===== config.mk =====
export PLATFORM = sky130hd
export DESIGN_NAME = ncl_serial_add_ctrl
export DESIGN_NICKNAME = d
export VERILOG_FILES = /design/src/rtl/ncl_serial_add_ctrl.sv
export SDC_FILE = /design/constraint.sdc
export NUM_CORES = 1
export LEC_CHECK = 0
export CAP_MARGIN = 20
export CORE_UTILIZATION = 39
export CTS_CLUSTER_SIZE = 24
export DETAILED_ROUTE_END_ITERATION = 10
export GPL_TIMING_DRIVEN = 1
export PLACE_DENSITY_LB_ADDON = 0.08
export SLEW_MARGIN = 20
export SYNTH_ARGS = -nofsm -noshare
export SYNTH_HDL_FRONTEND = slang
export SYNTH_SLANG_ARGS = --single-unit
export TNS_END_PERCENT = 5

===== constraint.sdc =====
create_clock -name clk -period 3.3 [get_ports clk]
set_input_delay 0.66 -clock clk [delete_from_list [all_inputs] [get_ports clk]]
set_output_delay 0.66 -clock clk [all_outputs]
set_load 0.01 [all_outputs]

===== src/rtl/ncl_serial_add_ctrl.sv =====
// Bit-serial controller around a single dual-rail NCL full adder: walks the
// operands LSB first, alternating DATA and NULL wavefronts, with a phase timeout.
//   state | meaning
//   IDLE  | waiting for operands (adder must be NULL-closed first)
//   DATA  | presenting bit i as DATA, waiting for adder closure
//   NULL  | presenting NULL, waiting for adder to reopen
//   DONE  | result held until the consumer takes it
module ncl_serial_add_ctrl #(
    parameter int WIDTH = 8,
    parameter int TMO   = 64
) (
    input  logic             clk,
    input  logic             init,
    input  logic             in_valid,
    output logic             in_ready,
    input  logic [WIDTH-1:0] in_a,
    input  logic [WIDTH-1:0] in_b,
    input  logic             in_cin,
    output logic             out_valid,
    input  logic             out_ready,
    output logic [WIDTH-1:0] out_sum,
    output logic             out_cout,
    output logic             out_err,
    output logic [1:0]       fa_a,
    output logic [1:0]       fa_b,
    output logic [1:0]       fa_cin,
    input  logic [1:0]       fa_sum,
    input  logic [1:0]       fa_cout,
    output logic             fa_sum_ack,
    output logic             fa_carry_ack,
    input  logic             fa_comp
);

    localparam int IW = (WIDTH > 1) ? $clog2(WIDTH) : 1;
    localparam int CW = $clog2(TMO + 1);

    typedef enum logic [1:0] {IDLE, DATA, NULL, DONE} state_t;

    state_t           state_q, state_d;
    logic [WIDTH-1:0] a_q, a_d, b_q, b_d, s_q, s_d;
    logic             carry_q, carry_d, err_q, err_d;
    logic [IW-1:0]    i_q, i_d;
    logic [CW-1:0]    cnt_q, cnt_d;
    logic             comp_meta_q, comp_meta_d, fa_comp_s_q, fa_comp_s_d;
    logic             out_valid_q, out_valid_d, out_cout_q, out_cout_d, out_err_q, out_err_d;
    logic [WIDTH-1:0] out_sum_q, out_sum_d;

    function automatic logic [1:0] dual_rail(input logic v);
        return v ? 2'b10 : 2'b01;
    endfunction

    function automatic logic one_hot(input logic [1:0] x);
        return (x == 2'b01) || (x == 2'b10);
    endfunction

    always_comb begin
        state_d      = state_q;
        a_d          = a_q;
        b_d          = b_q;
        s_d          = s_q;
        carry_d      = carry_q;
        err_d        = err_q;
        i_d          = i_q;
        cnt_d        = cnt_q;
        comp_meta_d  = fa_comp;
        fa_comp_s_d  = comp_meta_q;
        out_sum_d    = out_sum_q;
        out_cout_d   = out_cout_q;
        out_err_d    = out_err_q;
        in_ready     = 1'b0;
        fa_a         = 2'b00;
        fa_b         = 2'b00;
        fa_cin       = 2'b00;
        fa_sum_ack   = 1'b1;
        fa_carry_ack = 1'b1;

        case (state_q)
            IDLE: begin
                in_ready = !fa_comp_s_q;
                if (in_valid && !fa_comp_s_q) begin
                    a_d     = in_a;
                    b_d     = in_b;
                    carry_d = in_cin;
                    s_d     = '0;
                    i_d     = '0;
                    err_d   = 1'b0;
                    cnt_d   = '0;
                    state_d = DATA;
                end
            end
            DATA: begin
                fa_a         = dual_rail(a_q[i_q]);
                fa_b         = dual_rail(b_q[i_q]);
                fa_cin       = dual_rail(carry_q);
                fa_sum_ack   = 1'b0;
                fa_carry_ack = 1'b0;
                cnt_d        = cnt_q + CW'(1);
                if (fa_comp_s_q) begin
                    // Illegal encodings are flagged but the rail[1] value is still used.
                    s_d[i_q] = fa_sum[1];
                    carry_d  = fa_cout[1];
                    if (!one_hot(fa_sum) || !one_hot(fa_cout))
                        err_d = 1'b1;
                    cnt_d    = '0;
                    state_d  = NULL;
                end else if (cnt_q == CW'(TMO - 1)) begin
                    err_d   = 1'b1;
                    state_d = DONE;
                end
            end
            NULL: begin
                cnt_d = cnt_q + CW'(1);
                if (!fa_comp_s_q) begin
                    cnt_d = '0;
                    if (i_q == IW'(WIDTH - 1)) begin
                        state_d = DONE;
                    end else begin
                        i_d     = i_q + IW'(1);
                        state_d = DATA;
                    end
                end else if (cnt_q == CW'(TMO - 1)) begin
                    err_d   = 1'b1;
                    state_d = DONE;
                end
            end
            DONE: begin
                if (out_ready)
                    state_d = IDLE;
            end
            default: state_d = IDLE;
        endcase

        out_valid_d = (state_d == DONE);
        if (state_q != DONE && state_d == DONE) begin
            out_sum_d  = s_d;
            out_cout_d = carry_d;
            out_err_d  = err_d;
        end
    end

    always_ff @(posedge clk) begin
        if (init) begin
            state_q     <= IDLE;
            a_q         <= '0;
            b_q         <= '0;
            s_q         <= '0;
            carry_q     <= 1'b0;
            err_q       <= 1'b0;
            i_q         <= '0;
            cnt_q       <= '0;
            comp_meta_q <= 1'b0;
            fa_comp_s_q <= 1'b0;
            out_valid_q <= 1'b0;
            out_sum_q   <= '0;
            out_cout_q  <= 1'b0;
            out_err_q   <= 1'b0;
        end else begin
            state_q     <= state_d;
            a_q         <= a_d;
            b_q         <= b_d;
            s_q         <= s_d;
            carry_q     <= carry_d;
            err_q       <= err_d;
            i_q         <= i_d;
            cnt_q       <= cnt_d;
            comp_meta_q <= comp_meta_d;
            fa_comp_s_q <= fa_comp_s_d;
            out_valid_q <= out_valid_d;
            out_sum_q   <= out_sum_d;
            out_cout_q  <= out_cout_d;
            out_err_q   <= out_err_d;
        end
    end

    assign out_valid = out_valid_q;
    assign out_sum   = out_sum_q;
    assign out_cout  = out_cout_q;
    assign out_err   = out_err_q;

endmodule


* Word-level counts from Yosys, hierarchy flattened
Cells that the tools add are included.
Word-level totals: bits in registers 51, input bits 26, output and inout port bits 20
Operators by class: add/subtract/negate cells 2, $lt $le $gt $ge 2, eq/ne operators 14, multiplexer cells 42, reduce and logical (&&, ||, !) cells 15
Operator list (count):
- 2-bit two-way mux | 12
- 7-bit two-way mux | 3
- 7-bit one-hot mux with 3 select lines | 1
- 8-bit two-way mux | 2
- 8-bit one-hot mux with 2 select lines | 1
- 1-bit two-way mux | 12
- 2-bit equality test (second input constant) | 5
- 3-bit two-way mux | 3
- 8-bit bitwise mux | 1
- 2-bit inequality test (second input constant) | 4
- 2-bit one-hot mux with 4 select lines | 1
- 7-bit by 1-bit adder with 7-bit output (second input constant) | 1
- 7-bit by 6-bit equality test with 1-bit output (second input constant) | 1
- 1-bit binary-select mux with 3-bit select | 2
- 2-bit by 1-bit equality test with 1-bit output (second input constant) | 3
- 3-bit one-hot mux with 2 select lines | 1
- 3-bit by 4-bit < comparator with 1-bit output (second input constant) | 1
- 2-bit AND reduction | 2
- 4-bit AND reduction | 1
- 3-bit by 1-bit adder with 3-bit output (second input constant) | 1
- 1-bit demux with 3-bit select | 1
- 3-bit equality test (second input constant) | 1
- 3-bit by 1-bit >= comparator with 1-bit output (second input constant) | 1
- 1-bit logical AND | 3
- other kinds (7) | 11

* Longest topological paths before layout
Gate-level depths: netlist of run 1.
depth after elaboration 7, mapped depth 8, gate-level depth less buffers 7

* Worst setup path after synthesis of run 1
Ideal clock, no wire load.
kind flip-flop to output port, start register i_q[1], end output fa_b[0], arrival 1502 ps, required time 2640 ps, path slack 1138 ps, stages on the path, launching flop included 7, cells stage by stage dfxtp_1 buf_2 mux2_2 a22oi_1 o22ai_1 a31oi_1 and2_1
Between the ends: longest elaborated chain between the ends 4
RTL lines:
- from (decl) | line 42 | logic [IW-1:0] i_q, i_d;
- from (signal assigned) | line 164 | i_q <= i_d;
- 1-bit binary-select mux with 3-bit select | line 93 | fa_b = dual_rail(b_q[i_q]);
- 1-bit two-way mux (not written as such) | line 93
- 2-bit two-way mux | line 49 | return v ? 2'b10 : 2'b01;
- 2-bit two-way mux | line 77 | case (state_q)
- to (decl) | line 25 | output logic [1:0] fa_b,
Every way passes these cells. The select of a mux whose other input is x is not followed.

* Worst setup path after layout of run 1
start register i_q[0], end output fa_b[0]
The elaborated chain is that of the path after synthesis.

==> summary.txt, run 1 <==
average cell area after synthesis: 9.09 sq um
peak supply drop: 0.239 mV
Worst-Skew Late Latency: 0.30 ns
final WL: 5650 um
gpl congestion: 0.789
Seq/Total Area, Yosys: 38.1%
crit path to: fa_b[0]
Syn-to-layout area delta: 20.6%
H-tree depth: 2
Hold Path Depth: 1
worst flop-to-flop path endpoint: out_sum[5]
Gate power share: 24.1%
row cnt: 29
initial antenna violation count: 0
fraction of registers with async set/reset: 0%
failing checks: DRC
EDFF count, synth: 0
io pins: 46
1st-iter DRT viols: 95
largest net degree at the start of global routing: 48
flops & latches, synth: 51
cell area power density: 408 mW/mm^2
achievable frequency: 0.331 GHz
clock-pin transition on the worst setup and hold timing paths: 0.09 ns
Synth area leader: dfxtp_1
die outline width: 84.9 um
CORE AREA: 0.00649 sq mm
dpl hpwl: 3940 um
RSZ-0062 raised after global routing: false
FF-to-FF setup slack: 0.77 ns
sequential fraction of design power: 50.2%
CP Launch Point: i_q[0]
worst-path fanout max: 6
PortBufs: 45
number of synthesis warnings: 0
met1 GRT Util: 21.6%
worst-margin pin slew: 0.685 ns
status: finished with violations
die height: 84.9 um
routed vias/inst: 5.22
Die ar.: 0.00721 sq mm
met2 GRT Util: 27.2%
Worst slew margin: 54.3%
data required time at the worst endpoint: 2.64 ns
min Tclk post-route: 3.02 ns
GRT Util Overall: 16.6%
Internal: 925 uW
MaxCap Viol Count: 0
Final Hold Fails: 0
Yosys top cell area share: 38.1%
layout cells sized above 1: 12.7%
Routed Antenna Nets: 0
Slew Limit Fails: 0
ANT cells: 0
wire per inst: 13.9 um
busiest layer in global routing: met2
via count: 2128
clk sinks: 51
skew final: 0.00845 ns
sw frac: 29.9%
met3 Usage GRT: 3.40%
crit path launch type: flip-flop
post-synthesis instance total: 295
clock buffer depth: 2
top_reg_cell synth: dfxtp_1
Mapped Area: 0.00268 sq mm
Sw Pwr: 394 uW
leak pwr: 0.00127 uW
Final Core Density: 49.8%
Setup Viol. Count Final: 0
CTS buffer count: 5
CTS root buf: clkbuf_8
CP Class: flip-flop to output pin
Syn Nets: 329
period utilisation layout: 91.5%
reg2reg start: state_q[1]
nets@finish: 366
worst min-delay path class: flip-flop to flip-flop
GRT Residual Overflow: 0
vias in the first global route: 2110
setup tns final: 0 ns
Initial DRT Pass Iterations: 8
Clock Power Share: 25.6%
Unique masters post-synth: 53
DRC viols: 2
CTS tree: done
R2R depth: 8
starting density of the core: 41.3%
synth top area cells: dfxtp_1, nand2_1, mux2_4
Arrival @ worst endpoint: 2.36 ns
crit path capture type: output pin
first-pass GRT wire length: 9540 um
worst max-delay path: stages, from the launching register on:
cell and delay [ns]:
dfxtp_1 0.46, mux2_2 0.37, a22oi_1 0.21, o22ai_1 0.10, a31oi_1 0.23, and2_1 0.16, clkdlybuf4s50_1 0.53
repair_timing:
| action | 4_1_cts | 5_1_grt |
|---|---|---|
| resized for setup | 0 | 1 |
| buffers inserted | 0 | 0 |
| hold endpoints to repair | 0 | 0 |
| endpoints found under the setup margin | 0 | 2 |
| hold buffers | 0 | 0 |
power by group through the flow:
stage	Sequential (uW)	Combinational, uW	Clock [uW]
after floorplan	669	212	0
after global placement	677	320	0
after detailed placement	677	321	0
after CTS	663	323	349
after global routing	667	354	369
final	663	318	338
how the worst min path moves through the flow:
| stage | endpoint | from |
|---|---|---|
| after floorplan | fa_comp_s_q | comp_meta_q |
| after global placement | fa_comp_s_q | comp_meta_q |
| after detailed placement | fa_comp_s_q | comp_meta_q |
| after CTS | fa_comp_s_q | comp_meta_q |
| after global routing | fa_comp_s_q | comp_meta_q |
| final | fa_comp_s_q | comp_meta_q |
synth_stat cells (3+ instances only):
| library cell | instances |
|---|---|
| dfxtp_1 | 51 |
| nand2_1 | 43 |
| nor2_1 | 25 |
| a21oi_1 | 22 |
| nor2b_1 | 22 |
| mux2_2 | 11 |
| mux2_4 | 10 |
| a22oi_1 | 9 |
| ha_1 | 8 |
| buf_2 | 7 |
| clkbuf_1 | 7 |
| mux2i_1 | 5 |
| xnor2_1 | 5 |
| a31oi_1 | 4 |
| inv_1 | 4 |
| and2_1 | 3 |
| and3b_1 | 3 |
| nand3_1 | 3 |
| nand4b_1 | 3 |
| nor4bb_1 | 3 |
| o2bb2ai_1 | 3 |
flip-flops by register name, indices dropped and copies added (netlist names):
signal,count
carry_q,1
i_q,3
cnt_q,7
s_q,8
b_q,8
out_sum,8
out_err,1
a_q,8
err_q,1
fa_comp_s_q,1
out_cout,1
comp_meta_q,1
state_q,2
out_valid,1
cell usage in the layout (no fill, tap or decap), types with 4 or more instances in the layout:
| cell type | count |
|---|---|
| dfxtp_1 | 50 |
| a31oi_1 | 4 |
| xnor2_1 | 5 |
| clkbuf_8 | 5 |
| mux2_4 | 10 |
| mux2_2 | 11 |
| a22oi_1 | 9 |
| nand2_1 | 43 |
| clkdlybuf4s50_1 | 45 |
| nor2b_1 | 22 |
| mux2i_1 | 5 |
| nor2_1 | 25 |
| ha_1 | 8 |
| buf_4 | 5 |
| inv_1 | 4 |
| a21oi_1 | 22 |
layer usage:
layer	share of wire, %	vias to the layer above
met5	0	-
met4	2.0	0
met3	3.1	12
met2	45	35
met1	50	985
li1	-	1096
logic make-up (layout without fill, tap and decap cells):
| kind of cell | count (synthesis) | count (layout) | share of synthesized area (%) |
|---|---|---|---|
| flip-flops | 51 | 51 | 38.1 |
| AO/OA/AOI/OAI | 59 | 59 | 15.5 |
| AND/OR/NAND/NOR | 120 | 120 | 23.8 |
| XOR/XNOR | 7 | 7 | 2.29 |
| adder cells (fa/ha/maj) | 8 | 8 | 3.73 |
| multiplexers | 26 | 26 | 12.1 |
| buffers and inverters | 24 | 60 | 4.53 |
metrics by stage:
| stage | setup slack [ns] | instance area [sq um] | hold WS (ns) | total power (uW) | cells |
|---|---|---|---|---|---|
| after floorplan | 1.14 | 2680 | 0.414 | 881 | 295 |
| final | 0.279 | 3230 | 0.449 | 1320 | 408 |
| after global placement | 0.530 | 3160 | 0.421 | 997 | 402 |
| after CTS | 0.0998 | 3230 | 0.454 | 1330 | 408 |
| after global routing | 0.134 | 3230 | 0.460 | 1390 | 408 |
| after detailed placement | 0.442 | 3160 | 0.428 | 998 | 402 |
area by class of cell:
cell class              count  area (sq um)
multi-input cells         220          1540
flip-flops and latches     51          1020
inverters                   4          15.0
repair buffers             50           488
fillers                   642          3260
well taps                  77          96.3
clock buffers               6          72.6
No activity file was read; power rests on OpenSTA's default activity.
==> run 2: changes to the inputs <==
--- a/config.mk
+++ b/config.mk
@@ -11,6 +11,7 @@
 export DETAILED_ROUTE_END_ITERATION = 10
 export GPL_TIMING_DRIVEN = 1
 export PLACE_DENSITY_LB_ADDON = 0.08
+export SETUP_SLACK_MARGIN = 0.2
 export SLEW_MARGIN = 20
 export SYNTH_ARGS = -nofsm -noshare
 export SYNTH_HDL_FRONTEND = slang
==> summary.txt, run 2 (synthesis gave the netlist of run 1 again) <==
skew final: 0.00839 ns (-0.0000556 ns)
row cnt: 29 (unchanged)
CTS root buf: clkbuf_8
data required time at the worst endpoint: 2.64 ns (about the same)
achievable frequency: 0.341 GHz (+3.1%)
CTS buffer count: 5 (unchanged)
PortBufs: 45 (unchanged)
vias in the first global route: 2110 (unchanged)
fin cells: 408 (unchanged)
first-pass GRT wire length: 9540 um (unchanged)
Syn-to-layout area delta: 20.8%
routed vias/inst: 5.23 (+0.23%)
Final Hold Fails: 0 (unchanged)
1st-iter DRT viols: 95 (unchanged)
RSZ-0062 raised after global routing: false
min Tclk post-route: 2.93 ns (-0.0908 ns)
reg2reg start: state_q[1]
Post-DP Area: 0.00316 sq mm (unchanged)
CP Class: flip-flop to output pin
hold buffers post-CTS: 0 (unchanged)
setup tns final: 0 ns (unchanged)
Slew Limit Fails: 0 (unchanged)
die outline width: 84.9 um (unchanged)
Worst-Skew Late Latency: 0.30 ns (about the same)
via count: 2133 (+0.23%)
H-tree depth: 2 (unchanged)
CP Launch Point: i_q[0]
hold slack: 0.448 ns (-0.0000180 ns)
Arrival @ worst endpoint: 2.27 ns (-0.09 ns)
gpl congestion: 0.789 (unchanged)
GRT Util Overall: 16.6% (unchanged)
clk sinks: 51 (unchanged)
leak pwr: 0.00127 uW (+0.10%)
clock buffer depth: 2 (unchanged)
io pins: 46 (unchanged)
nets@finish: 366 (unchanged)
Worst slew margin: 54.3% (about the same)
FF-to-FF setup slack: 0.77 ns (about the same)
hold path start: comp_meta_q
worst min-delay path class: flip-flop to flip-flop
die height: 84.9 um (unchanged)
failing checks: DRC
crit path launch type: flip-flop
clock-pin transition on the worst setup and hold timing paths: 0.09 ns (about the same)
cell area power density: 407 mW/mm^2 (-0.26%)
DRC viols: 2 (unchanged)
leading cell types in the layout, fill and taps excluded: dfxtp_1, clkdlybuf4s50_1, nand2_1
final WL: 5660 um (about the same)
GRT Residual Overflow: 0 (unchanged)
starting density of the core: 41.3% (unchanged)
DP Cell Count: 402 (unchanged)
peak supply drop: 0.239 mV (about the same)
crit path capture type: output pin
ANT cells: 0 (unchanged)
Routed Antenna Nets: 0 (unchanged)
worst-path fanout max: 6 (unchanged)
Die ar.: 0.00721 sq mm (unchanged)
largest net degree at the start of global routing: 48 (unchanged)
Final Core Density: 49.9% (+0.077 points)
dpl hpwl: 3940 um (unchanged)
Initial DRT Pass Iterations: 8 (unchanged)
Setup Viol. Count Final: 0 (unchanged)
wire per inst: 13.9 um (about the same)
worst-margin pin slew: 0.685 ns (+0.000476 ns)
commonest non-fill, non-tap cell in the layout: dfxtp_1
layout cells sized above 1: 13.3% (+0.60 points)
MaxCap Viol Count: 0 (unchanged)
CORE AREA: 0.00649 sq mm (unchanged)
fillers: 642 (unchanged)
period utilisation layout: 88.8% (-2.8 points)
post-route cell area: 0.00324 sq mm (+0.15%)
CTS tree: done
initial antenna violation count: 0 (unchanged)
status: finished with violations
[run 2: cell counts in the layout (fill, tap and decap cells not counted)]
No cell type changed its count.
[run 2: power breakdown]
group          total, uW  leakage (uW)  switching (uW)  internal, uW
Clock                337     0.0000371             195           142
Combinational        319      0.000818             177           142
Sequential           662      0.000416            21.5           641
[run 2: what timing repair did]
| action | CTS | global route |
|---|---|---|
| gates resized for setup | 1 | 3 |
| setup endpoints to repair | 2 | 1 |
| buffers inserted | 0 | 0 |
[run 2: through the flow]
| step | setup WS [ns] | total power [uW] |
|---|---|---|
| 2_1_floorplan | 1.14 | 881 |
| 4_1_cts | 0.253 | 1330 |
| 5_1_grt | 0.235 | 1390 |
| 3_5_place_dp | 0.442 | 998 |
| 3_3_place_gp | 0.530 | 997 |
| 6_report | 0.370 | 1320 |
[run 2: critical path, stage by stage, from the launching register on]
cell	delay, ns
dfxtp_2	0.40
mux2_2	0.35
a22oi_1	0.21
o22ai_1	0.10
a31oi_1	0.22
and2_1	0.16
clkdlybuf4s50_1	0.53
[run 2: cell type report]
cell class / count / area (sq um) / area share (%)
Multi-Input combinational cell: 220 / 1540 / 47.5
Sequential cell: 51 / 1030 / 31.7
Inverter: 4 / 15.0 / 0.464
Tap cell: 77 / 96.3 / 2.98
Clock buffer: 6 / 72.6 / 2.24
Timing Repair Buffer: 50 / 488 / 15.1
[run 2: routing by layer]
| metal | part of all wire (%) | wire length (um) | GRT usage, % | vias to the layer above |
|---|---|---|---|---|
| li1 | - | - | - | 1098 |
| met1 | 50 | 2810 | 21.6 | 985 |
| met2 | 45 | 2560 | 27.2 | 38 |
| met3 | 2.9 | 163 | 3.40 | 12 |
| met4 | 2.0 | 114 | 6.63 | 0 |
| met5 | 0 | 0 | 0 | - |
[run 2: worst paths after layout]
check | to | cells after the start
setup reg to reg | out_sum[5] | 8
hold reg to reg | fa_comp_s_q | 1
setup / recovery | fa_b[0] | 6
hold / removal | fa_comp_s_q | 1
==> run 3: changes to the inputs <==
--- a/config.mk
+++ b/config.mk
@@ -12,6 +12,7 @@
 export GPL_TIMING_DRIVEN = 1
 export PLACE_DENSITY_LB_ADDON = 0.08
 export SETUP_SLACK_MARGIN = 0.2
+export SKIP_LAST_GASP = 1
 export SLEW_MARGIN = 20
 export SYNTH_ARGS = -nofsm -noshare
 export SYNTH_HDL_FRONTEND = slang
==> results of run 3 <==
Same layout as run 2: the final DEF is identical, and so are final timing and power.
